$ cat config.mk
export PLATFORM = sky130hd
export DESIGN_NAME = output_byte_packer
export DESIGN_NICKNAME = d
export VERILOG_FILES = /design/src/rtl/output_byte_packer.sv
export SDC_FILE = /design/constraint.sdc
export NUM_CORES = 1
export LEC_CHECK = 0
export ABC_AREA = 1
export BUFFER_PORTS_ARGS = -buffer_cell sky130_fd_sc_hd__buf_2
export CORE_MARGIN = 5
export CORE_UTILIZATION = 40
export DETAILED_ROUTE_END_ITERATION = 10
export GPL_TIMING_DRIVEN = 0
export PLACE_DENSITY = 0.57
export SYNTH_ARGS = -nofsm -noshare
export SYNTH_HDL_FRONTEND = slang
export SYNTH_SLANG_ARGS = --single-unit
$ cat constraint.sdc
create_clock -name clk -period 2.8 [get_ports clk]
set_input_delay 0.28 -clock clk [delete_from_list [all_inputs] [get_ports clk]]
set_output_delay 0.28 -clock clk [all_outputs]
set_load 0.03 [all_outputs]
$ cat src/rtl/output_byte_packer.sv
// Packs a stream of int8 results into little-endian 32-bit words and issues
// strobed word writes to output tensor RAM, one job (base, length) at a time.
module output_byte_packer #(
  parameter int ADDR_W = 16,
  parameter int LEN_W  = 16
) (
  input  logic              clk,
  input  logic              reset,
  input  logic              start,
  input  logic [ADDR_W-1:0] base_addr,
  input  logic [LEN_W-1:0]  num_bytes,
  input  logic              in_valid,
  input  logic [7:0]        in_data,
  output logic              in_ready,
  output logic              wr_valid,
  output logic [ADDR_W-1:0] wr_addr,
  output logic [31:0]       wr_data,
  output logic [3:0]        wr_strb,
  input  logic              wr_ready,
  output logic              busy,
  output logic              done
);

  typedef enum logic [1:0] {
    S_IDLE,
    S_ACTIVE,
    S_DRAIN,
    S_DONE
  } state_t;

  state_t            r_state;
  state_t            w_state_next;

  logic [LEN_W-1:0]  r_len;
  logic [LEN_W-1:0]  r_byte_cnt;
  logic [ADDR_W-1:0] r_base;
  logic [ADDR_W-1:0] r_word_idx;
  logic [1:0]        r_lane;
  logic [31:0]       r_pack;
  logic              r_wr_valid;
  logic [ADDR_W-1:0] r_wr_addr;
  logic [31:0]       r_wr_data;
  logic [3:0]        r_wr_strb;

  logic [LEN_W-1:0]  w_cnt_inc;
  logic              w_last;
  logic              w_complete;
  logic              w_out_held;
  logic              w_can_take;
  logic              w_accept;
  logic [31:0]       w_word;
  logic [3:0]        w_strb;

  assign w_cnt_inc  = r_byte_cnt + LEN_W'(1);
  assign w_last     = (w_cnt_inc == r_len);
  assign w_complete = (r_lane == 2'd3) || w_last;
  assign w_out_held = r_wr_valid && !wr_ready;
  // A completing byte needs the output register free (or retiring this cycle).
  assign w_can_take = !(w_complete && w_out_held);
  assign w_accept   = in_valid && in_ready;

  // Current byte merged into its lane; lanes above it are still zero in r_pack.
  generate
    for (genvar gi = 0; gi < 4; gi++) begin : g_lane
      assign w_word[8*gi +: 8] = (r_lane == 2'(gi)) ? in_data : r_pack[8*gi +: 8];
      assign w_strb[gi]        = (2'(gi) <= r_lane);
    end
  endgenerate

  always_ff @(posedge clk) begin
    if (reset) begin
      r_state <= S_IDLE;
    end else begin
      r_state <= w_state_next;
    end
  end

  always_comb begin
    w_state_next = r_state;
    in_ready     = 1'b0;
    busy         = 1'b0;
    done         = 1'b0;
    case (r_state)
      S_IDLE: begin
        if (start) begin
          w_state_next = (num_bytes == '0) ? S_DONE : S_ACTIVE;
        end
      end
      S_ACTIVE: begin
        busy     = 1'b1;
        in_ready = w_can_take;
        if (in_valid && w_can_take && w_last) begin
          w_state_next = S_DRAIN;
        end
      end
      S_DRAIN: begin
        busy = 1'b1;
        if (r_wr_valid && wr_ready) begin
          w_state_next = S_DONE;
        end
      end
      S_DONE: begin
        busy         = 1'b1;
        done         = 1'b1;
        w_state_next = S_IDLE;
      end
      default: w_state_next = S_IDLE;
    endcase
  end

  always_ff @(posedge clk) begin
    if (reset) begin
      r_len      <= '0;
      r_byte_cnt <= '0;
      r_base     <= '0;
      r_word_idx <= '0;
      r_lane     <= '0;
      r_pack     <= '0;
      r_wr_valid <= 1'b0;
      r_wr_addr  <= '0;
      r_wr_data  <= '0;
      r_wr_strb  <= '0;
    end else begin
      if (r_state == S_IDLE && start) begin
        r_len      <= num_bytes;
        r_base     <= base_addr;
        r_byte_cnt <= '0;
        r_word_idx <= '0;
        r_lane     <= '0;
        r_pack     <= '0;
      end
      if (r_wr_valid && wr_ready) begin
        r_wr_valid <= 1'b0;
      end
      // A load on the same edge as a retire overrides the clear: no bubble.
      if (w_accept) begin
        r_byte_cnt <= w_cnt_inc;
        r_lane     <= r_lane + 2'd1;
        if (w_complete) begin
          r_wr_valid <= 1'b1;
          r_wr_addr  <= r_base + r_word_idx;
          r_wr_data  <= w_word;
          r_wr_strb  <= w_strb;
          r_word_idx <= r_word_idx + ADDR_W'(1);
          r_pack     <= '0;
        end else begin
          r_pack <= w_word;
        end
      end
    end
  end

  assign wr_valid = r_wr_valid;
  assign wr_addr  = r_wr_addr;
  assign wr_data  = r_wr_data;
  assign wr_strb  = r_wr_strb;

endmodule
==> key figures, run 1 <==
Layout
  – Share of cells above drive strength 1: 18.62%
  – Most common cell after layout, fill and taps aside: nand2_1
  – Register area: 3082 sq um
  – Diode count: 0
  – # fillers: 2,003
  – Most frequent cells in the layout: nand2_1, a21oi_1, dfxtp_1
  – Nets: 1,295
  – Area grow syn2layout: 21.48%
  – Area of the multi-input gates: 4275 sq um

Setup path
  – Kind of end point of the critical path: output port
  – Worst path cell trace: ha_4, nand2_2, nor2_4, nand4_1, nand2_1, nand2_1, nand2_2, nand3_1, nor2_1, nand3_2, nand2_4, a21boi_4, buf_6
  – Slowest CP cell: dfxtp_4
  – CP delay by family, top: simple AND/OR/NAND/NOR gates
  – R2R Setup Slk: 0.18 ns
  – WP data arrival: 2.37 ns
  – FF-to-FF Start: r_byte_cnt[1]
  – Slowest cell delay on critical path: 0.38 ns
  – Reg2reg end: wr_addr[13]
  – WP buf/inv: 1
  – Worst EP required: 2.52 ns
  – Crit path from: r_byte_cnt[1]
  – CP endpoint: in_ready
  – Critical path type: reg -> out
  – Worst-path fanout max: 5
  – Worst R2R Path Depth: 15
  – Worst setup SP type: flop
  – CP Depth: 13

Die
  – Die Wd: 149.2 um
  – Initial Util: 40.20%
  – Core area: 19,270 sq um
  – Die area: 22,250 sq um
  – Row count: 51
  – Die extent in y: 149.2 um
  – Io pins: 101

Routing
  – DR vias: 7,524
  – Initial DRT Pass Iterations: 5
  – Total wire length: 23.00 mm
  – Iteration-0 DRC Markers: 434
  – # DRC: 0
  – Drt wl/cell: 15.33 um
  – Final ANT Viol Nets: 0
  – Routed vias/inst: 5.016

Yosys
  – Distinct cells, synth: 35
  – Syn Area/Cell: 7.055 sq um
  – Post-Synthesis Cells: 1,098
  – Synth warn: 0
  – Syn Nets: 1,171
  – Mapped cell area: 7746 sq um
  – Yosys reg bits: 153
  – Seq/Total Area, Yosys: 39.54%

Timing
  – Slew @ Worst Pin: 0.7029 ns
  – Post-route setup slack: 0.1474 ns
  – Final setup fails: 0
  – Setup_tns: 0 ns
  – WHS: 0.09582 ns
  – Max Slew Vio Count: 0
  – Final Skew: 0.01641 ns
  – Max Clock Freq: 0.3770 GHz
  – Relative slew slack: 53.14%
  – Post-layout min period: 2.653 ns
  – Final Hold Fails: 0
  – Period utilization: 94.74%

Clock network
  – Clock-pin slew on the worst setup and hold paths: 0.06 ns
  – Clk root buf: clkbuf_16
  – CTS tree: done
  – Worst-skew pair later-pin latency: 0.44 ns
  – CTS Buf Count: 17
  – H-tree Lvls: 4
  – Clk buf depth: 2
  – Clock sinks: 153

Power
  – P_leak: 0.004065 uW
  – Flop pwr share: 39.3%
  – Worst vdd ir: 0.5195 mV
  – Cell internal pwr: 4078 uW
  – Sw frac: 34.21%
  – Cell Pwr Density: 658.7 nW/um^2
  – Combinational Power Share: 24.0%
  – Net switching power: 2121 uW
  – Clock share of power: 36.7%
  – Final Power: 6199 uW

Placed design
  – Gpl congestion: 0.8984
  – Count of port buffers added during placement: 99
  – Pre-CTS setup slack: -0.3006 ns
  – Dpl hpwl: 17.16 mm

Worst hold path
  – Min-Delay Path Class: in -> reg

Global routing
  – Number of global-route vias before repair: 6,982
  – First-pass GRT wire length: 36.25 mm
  – Gr usage total: 20.66%
  – Final global-route overflow total: 0
  – Largest net degree at the start of global routing: 17
  – Initial antenna violation count: 0

Status
  – Status: finished clean

Run
  – Max capacitance violation total: 0
## worst register-to-register path, delay by kind of cell (launching register included)
kind	cells	cell delay, ns
AOI/OAI and AO/OA	1	0.24
adders and majority gates	1	0.16
buffers and inverters	1	0.32
DFF	1	0.38
and+or+nand+nor	12	1.40
## synth_stat cells, drive strengths merged
| cell type | number | area, sq um |
|---|---|---|
| nand2 | 310 | 1169 |
| dfxtp | 153 | 3063 |
| a21oi | 146 | 730.7 |
| nor2 | 87 | 329.1 |
| nand3 | 83 | 425.4 |
| inv | 76 | 285.3 |
| o21ai | 51 | 255.2 |
| clkbuf | 40 | 150.1 |
| ha | 27 | 337.8 |
| nand4 | 25 | 171.4 |
| mux2 | 24 | 270.3 |
| xor2 | 23 | 201.4 |
| buf | 18 | 102.6 |
| nor3 | 7 | 40.04 |
| xnor2 | 6 | 52.55 |
| nand3b | 4 | 30.03 |
| nor4 | 4 | 25.02 |
| o21bai | 3 | 22.52 |
| a21boi | 2 | 15.01 |
| clkinv | 2 | 7.510 |
| o31ai | 2 | 15.01 |
| a21o | 1 | 7.510 |
| and2 | 1 | 6.260 |
| fa | 1 | 20.02 |
| o21a | 1 | 7.510 |
| or2 | 1 | 6.260 |
## worst min-delay path by stage
stage,slack [ns],depth (start not counted),endpoint,startpoint
after floorplan,0.42,2,r_pack[24],r_pack[24]
after global placement,0.43,2,r_pack[29],r_pack[29]
after detailed placement,0.43,2,r_pack[26],r_pack[26]
after CTS,0.08,3,r_base[7],base_addr[7]
after global routing,0.10,3,r_base[4],base_addr[4]
final,0.1,3,r_base[7],base_addr[7]
## stage by stage
| step | instance area (sq um) | instances | util [%] |
|---|---|---|---|
| final | 9410 | 1500 | 48.83 |
| after floorplan | 7746 | 1098 | - |
| after global placement | 8573 | 1462 | 44.49 |
| after detailed placement | 8573 | 1462 | 44.49 |
| after CTS | 9203 | 1494 | 47.75 |
| after global routing | 9410 | 1500 | 48.83 |
## layout make-up
cell class / count / share of cell area [%]
Inverter: 78 / 3.138
Sequential cell: 153 / 32.75
Clock inverter: 14 / 1.449
Buffer: 58 / 3.231
Tap cell: 265 / 3.523
Multi-Input combinational cell: 809 / 45.43
Clock buffer: 18 / 4.667
Timing Repair Buffer: 105 / 5.810
## sequential cells by signal (all words and copies together) (netlist names)
| register | cells |
|---|---|
| wr_valid | 1 |
| wr_addr | 16 |
| r_word_idx | 16 |
| wr_strb | 4 |
| r_len | 16 |
| wr_data | 32 |
| r_state | 2 |
| r_pack | 32 |
| r_byte_cnt | 16 |
| r_base | 16 |
| r_lane | 2 |
## per-layer routing
metal | routed length (um) | GRT usage, %
met3 | 848 | 3.403
met1 | 10700 | 27.31
met2 | 11180 | 34.69
met4 | 259 | 6.316
met5 | 0 | 0
## power by group through the flow
stage,sequential (uW),combinational (uW),clock [uW]
4_1_cts,2440,1460,2320
3_5_place_dp,2480,1440,0
6_report,2430,1490,2270
2_1_floorplan,2450,1010,0
3_3_place_gp,2480,1430,0
5_1_grt,2450,1680,2410
## kinds of logic after synthesis
group           share of synthesized area, %
simple gates                           28.43
compound gates                         13.60
flops                                  39.54
buf+inv                                7.042
xor+xnor                               3.279
fa+ha+maj                              4.620
mux                                    3.489
## timing repair
item	CTS	global route
pin swaps	1	11
endpoints found under the setup margin	119	120
resized for setup	18	64
hold buffers	0	0
buffers inserted	0	6
Power figures use the tool's default switching activity.
==> inputs of run 2 (changes only) <==
Settings changed: CTS_BUF_LIST from default to sky130_fd_sc_hd__clkbuf_2 sky130_fd_sc_hd__clkbuf_4 sky130_fd_sc_hd__clkbuf_8.
==> key figures, run 2 (synthesis gave the netlist of run 1 again) <==
Routing
  – Iteration-0 DRC Markers: 423 (-2.5%)
  – Initial DRT Pass Iterations: 5 (unchanged)
  – Routed vias/inst: 5.003 (-0.25%)
  – # DRC: 0 (unchanged)
  – Total wire length: 22.79 mm (-0.89%)
  – Final ANT Viol Nets: 0 (unchanged)
  – Drt wl/cell: 15.20 um (-0.82%)
  – DR vias: 7,500 (-0.32%)

Clock network
  – Clock sinks: 153 (unchanged)
  – CTS tree: done
  – Clock-pin slew on the worst setup and hold paths: 0.09 ns (+0.03 ns)
  – CTS Buf Count: 17 (unchanged)
  – Clk buf depth: 2 (unchanged)
  – Hold buffers post-CTS: 0 (unchanged)
  – H-tree Lvls: 4 (unchanged)
  – Clk root buf: clkbuf_8
  – Worst-skew pair later-pin latency: 0.46 ns (+0.02 ns)

Timing
  – Post-layout min period: 2.649 ns (-0.003134 ns)
  – Max Clock Freq: 0.3774 GHz (+0.12%)
  – Period utilization: 94.62% (-0.11 points)
  – Slew @ Worst Pin: 0.6858 ns (-0.01705 ns)
  – Post-route setup slack: 0.1505 ns (+0.003134 ns)
  – Relative slew slack: 54.28% (+1.1 points)
  – Final setup fails: 0 (unchanged)
  – Final Skew: 0.01390 ns (-0.002515 ns)
  – Setup_tns: 0 ns (unchanged)
  – Final Hold Fails: 0 (unchanged)
  – Max Slew Vio Count: 0 (unchanged)

Setup path
  – Worst path cell trace: ha_4, nand2_2, nor2_4, nand4_1, nand2_1, nand2_1, nand2_2, nand3_1, nor2_1, nand3_2, nand2_4, a21boi_4, buf_6
  – FF-to-FF Start: r_byte_cnt[1]
  – Slowest CP cell: dfxtp_4
  – Slowest cell delay on critical path: 0.39 ns (about the same)
  – CP delay by family, top: simple AND/OR/NAND/NOR gates
  – WP data arrival: 2.37 ns (about the same)
  – Crit path from: r_byte_cnt[1]
  – Worst EP required: 2.52 ns (about the same)
  – Worst-path fanout max: 5 (unchanged)
  – Worst setup SP type: flop
  – Critical path type: reg -> out
  – Kind of end point of the critical path: output port
  – WP buf/inv: 1 (unchanged)

Global routing
  – Initial antenna violation count: 0 (unchanged)
  – Final global-route overflow total: 0 (unchanged)
  – Largest net degree at the start of global routing: 17 (unchanged)
  – Gr usage total: 20.50% (-0.16 points)
  – Number of global-route vias before repair: 6,990 (+0.11%)
  – First-pass GRT wire length: 36.14 mm (-0.30%)

Placed design
  – Count of port buffers added during placement: 99 (unchanged)
  – Dpl hpwl: 17.16 mm (unchanged)
  – Pre-CTS setup slack: -0.3006 ns (unchanged)
  – Gpl congestion: 0.8984 (unchanged)

Run
  – Max capacitance violation total: 0 (unchanged)

Power
  – Final Power: 5577 uW (-10%)
  – P_leak: 0.003944 uW (-3.0%)
  – Worst vdd ir: 0.3648 mV (-30%)
  – Cell Pwr Density: 607.8 nW/um^2 (-7.7%)

Die
  – Io pins: 101 (unchanged)
  – Core area: 19,270 sq um (unchanged)
  – Die area: 22,250 sq um (unchanged)
  – Die extent in y: 149.2 um (unchanged)
  – Row count: 51 (unchanged)
  – Initial Util: 40.20% (unchanged)
  – Die Wd: 149.2 um (unchanged)

Layout
  – Diode count: 0 (unchanged)
  – Nets: 1,294 (-0.077%)
  – Most common cell after layout, fill and taps aside: nand2_1
  – Most frequent cells in the layout: nand2_1, a21oi_1, dfxtp_1
  – Share of cells above drive strength 1: 18.31% (-0.31 points)
  – # fillers: 2,029 (+1.3%)
  – Area grow syn2layout: 18.46%

Worst hold path
  – Hold path start: base_addr[7]
  – Min-Delay Path Class: in -> reg

Status
  – Status: finished clean
-- run 2: cell types whose count changed in the layout (fill, tap and decap cells not counted), sizes merged --
cell  before  now
buf      122  121
-- run 2: metrics by stage --
| step | hold slack (ns) | util (%) | cell area, sq um | std cells |
|---|---|---|---|---|
| after floorplan | 0.4215 | - | 7746 | 1098 |
| after global placement | 0.4300 | 44.49 | 8573 | 1462 |
| after detailed placement | 0.4312 | 44.49 | 8573 | 1462 |
| after CTS | 0.04889 | 46.73 | 9005 | 1496 |
| after global routing | 0.05542 | 47.62 | 9176 | 1499 |
| final | 0.06746 | 47.62 | 9176 | 1499 |
-- run 2: cell type report --
cell class	count	area, sq um	share of cell area [%]
Clock inverter	14	136.4	1.486
Sequential cell	153	3082	33.58
Multi-Input combinational cell	809	4270	46.54
Buffer	58	276.5	3.013
Timing Repair Buffer	104	539.3	5.877
Tap cell	265	331.6	3.613
Clock buffer	18	247.7	2.700
Inverter	78	292.8	3.191
-- run 2: per-layer routing --
metal	vias up	GRT usage (%)	share of wire (%)
met5	-	0	0
met4	0	5.309	1.1
met3	23	3.859	3.6
met2	143	34.24	49
met1	3475	27.35	47
li1	3859	-	-
-- run 2: what timing repair did --
item / in CTS / in global routing
pin swaps: 0 / 10
gates resized for setup: 12 / 56
setup buffers: 2 / 3
endpoints found under the setup margin: 119 / 120
-- run 2: worst paths after layout --
| check | to | cells after the start | slack [ns] |
|---|---|---|---|
| max | in_ready | 13 | 0.15 |
| min | r_base[7] | 3 | 0.07 |
| max reg2reg | wr_data[26] | 16 | 0.22 |
| min reg2reg | r_pack[30] | 2 | 0.45 |
-- run 2: tightest hold or removal path, stage by stage --
cell and delay [ns]:
buf_2 0.07, o21ai_0 0.07, nor2_1 0.07
-- run 2: where the power goes --
| group | total [uW] | internal, uW | switching (uW) |
|---|---|---|---|
| clock | 1670 | 746 | 921 |
| combinational | 1480 | 475 | 1000 |
| sequential | 2430 | 2330 | 105 |
| total | 5580 | 3550 | 2030 |
==> inputs of run 3 (changes only) <==
Settings changed: GPL_TIMING_DRIVEN 0 to default, SLEW_MARGIN from default to 10.
==> key figures, run 3 (synthesis gave the netlist of run 1 again) <==
Timing
  – Final Hold Fails: 0 (unchanged)
  – RSZ-0062 raised after global routing: yes
  – Final Skew: 0.01388 ns (-0.00001630 ns)
  – Final setup fails: 0 (unchanged)
  – Max Slew Vio Count: 0 (unchanged)
  – Slew @ Worst Pin: 0.6104 ns (-0.07546 ns)
  – Period utilization: 93.95% (-0.67 points)
  – Setup_tns: 0 ns (unchanged)
  – Post-layout min period: 2.631 ns (-0.01873 ns)
  – Relative slew slack: 59.31% (+5.0 points)
  – Max Clock Freq: 0.3801 GHz (+0.71%)

Clock network
  – CTS Buf Count: 17 (unchanged)
  – H-tree Lvls: 4 (unchanged)
  – Clock sinks: 153 (unchanged)
  – Hold buffers post-CTS: 0 (unchanged)
  – Worst-skew pair later-pin latency: 0.46 ns (about the same)
  – Post-CTS Setup Inserts: 0 (-2)
  – Clk root buf: clkbuf_8
  – CTS tree: done
  – Clk buf depth: 2 (unchanged)
  – Clock-pin slew on the worst setup and hold paths: 0.09 ns (about the same)

Routing
  – Drt wl/cell: 14.15 um (-7.0%)
  – Routed vias/inst: 4.996 (-0.15%)
  – # DRC: 0 (unchanged)
  – Final ANT Viol Nets: 0 (unchanged)
  – Total wire length: 20.63 mm (-9.5%)
  – Initial DRT Pass Iterations: 6 (+1)
  – Iteration-0 DRC Markers: 429 (+1.4%)
  – DR vias: 7,284 (-2.9%)

Die
  – Row count: 51 (unchanged)
  – Io pins: 101 (unchanged)
  – Die extent in y: 149.2 um (unchanged)
  – Initial Util: 40.20% (unchanged)
  – Die Wd: 149.2 um (unchanged)
  – Die area: 22,250 sq um (unchanged)
  – Core area: 19,270 sq um (unchanged)

Setup path
  – WP data arrival: 2.35 ns (-0.02 ns)
  – Kind of end point of the critical path: output port
  – Most used cell, CP: nand2_1
  – Slowest CP cell: dfxtp_2
  – Critical path type: reg -> out
  – CP delay by family, top: simple AND/OR/NAND/NOR gates
  – Slowest cell delay on critical path: 0.36 ns (-0.03 ns)
  – Worst setup SP type: flop
  – Worst path cell trace: buf_4, inv_2, nor2_4, nand2_2, o21ai_1, nand3_1, nand2_1, nand2_1, nor2_1, nand3_2, nand2_4, a21boi_4, buf_6
  – WP buf/inv: 3 (+2)
  – Worst EP required: 2.52 ns (about the same)
  – CP Depth: 13 (unchanged)
  – Worst R2R Path Depth: 13 (-3)
  – Worst-path fanout max: 7 (+2)
  – FF-to-FF Start: r_word_idx[0]
  – Reg2reg end: wr_addr[12]
  – R2R Setup Slk: 0.29 ns (+0.07 ns)

Global routing
  – Gr usage total: 18.67% (-1.8 points)
  – Final global-route overflow total: 0 (unchanged)
  – Initial antenna violation count: 0 (unchanged)
  – First-pass GRT wire length: 33.91 mm (-6.1%)
  – Number of global-route vias before repair: 6,998 (+0.11%)
  – Largest net degree at the start of global routing: 100 (+83)

Power
  – Worst vdd ir: 0.3047 mV (-16%)
  – Cell Pwr Density: 623.2 nW/um^2 (+2.5%)
  – P_leak: 0.003904 uW (-1.0%)

Placed design
  – Gpl congestion: 0.8898 (-0.96%)
  – Dpl hpwl: 14.18 mm (-17%)
  – Count of port buffers added during placement: 100 (+1.0%)

Worst hold path
  – Min-Delay Path Class: in -> reg
  – Worst hold stages: 3 (unchanged)
  – Min-Delay Endpoint: r_base[3]
  – Hold path start: base_addr[3]

Layout
  – Nets: 1,253 (-3.2%)
  – Share of cells above drive strength 1: 17.85% (-0.46 points)
  – Area of the multi-input gates: 4220 sq um (-1.2%)
  – Most common cell after layout, fill and taps aside: nand2_1
  – Diode count: 0 (unchanged)
  – Most frequent cells in the layout: nand2_1, a21oi_1, dfxtp_1
  – Register area: 3073 sq um (-0.28%)
  – Final Util: 46.99% (-0.63 points)
  – # fillers: 2,034 (+0.25%)
  – Area grow syn2layout: 16.90%

Run
  – Max capacitance violation total: 0 (unchanged)

Status
  – Status: finished clean
==> run 3: changes by cell type in the layout (fill, tap and decap cells not counted), moves of 3 or more <==
cell,change
nand2_1,+6
buf_6,-4
nor2_4,-3
buf_12,+5
clkbuf_1,-37
buf_2,-4
dfxtp_1,+3
buf_4,+7
buf_1,-4
nand2_2,-6
clkbuf_2,-3
==> run 3: worst min-delay path, cell delays in order <==
cell and delay [ns]:
buf_2 0.07, o21ai_0 0.07, nor2_1 0.07
==> run 3: worst max-delay path by stage <==
| stage | startpoint | slack, ns | to |
|---|---|---|---|
| finish | r_byte_cnt[0] | 0.17 | in_ready |
| global route | r_byte_cnt[3] | -0.03 | in_ready |
| CTS | r_byte_cnt[0] | 0.02 | in_ready |
| detailed placement | r_word_idx[0] | 0.12 | wr_addr[12] |
| global placement | r_word_idx[0] | 0.12 | wr_addr[12] |
| floorplan | r_byte_cnt[1] | 0.37 | in_ready |
==> run 3: power breakdown <==
part | switching (uW) | leakage (uW) | internal, uW
Sequential | 108 | 0.00124 | 2330
Combinational | 936 | 0.00246 | 498
Clock | 931 | 0.000201 | 841
Total | 1980 | 0.00390 | 3670
==> run 3: final cells by class <==
type / count / area share, %
Multi-Input combinational cell: 809 / 46.61
Sequential cell: 153 / 33.94
Timing Repair Buffer: 121 / 8.028
Tap cell: 265 / 3.662
Inverter: 78 / 3.233
Clock buffer: 18 / 2.736
Clock inverter: 14 / 1.796
==> run 3: what timing repair did <==
item | 4_1_cts | 5_1_grt
pin swaps | 1 | 4
resized for setup | 9 | 26
setup endpoints to repair | 1 | 108
==> run 3: per-layer routing <==
| layer | share of wire, % | track usage, % | vias up |
|---|---|---|---|
| met3 | 3.6 | 3.312 | 27 |
| met2 | 49 | 32.13 | 122 |
| li1 | - | - | 3779 |
| met4 | 1.6 | 5.675 | 0 |
| met5 | 0 | 0 | - |
| met1 | 46 | 23.89 | 3356 |
==> run 3: stage by stage <==
stage	power, uW	area [sq um]	hold slack, ns	worst slack, ns	std cells
after floorplan	3463	7746	0.4215	0.3651	1098
after global placement	3901	8548	0.4317	0.1202	1426
after detailed placement	3898	8548	0.4312	0.1207	1426
after CTS	5684	8982	0.04743	0.01624	1458
after global routing	5989	9055	0.05808	-0.02909	1458
final	5643	9055	0.06950	0.1693	1458
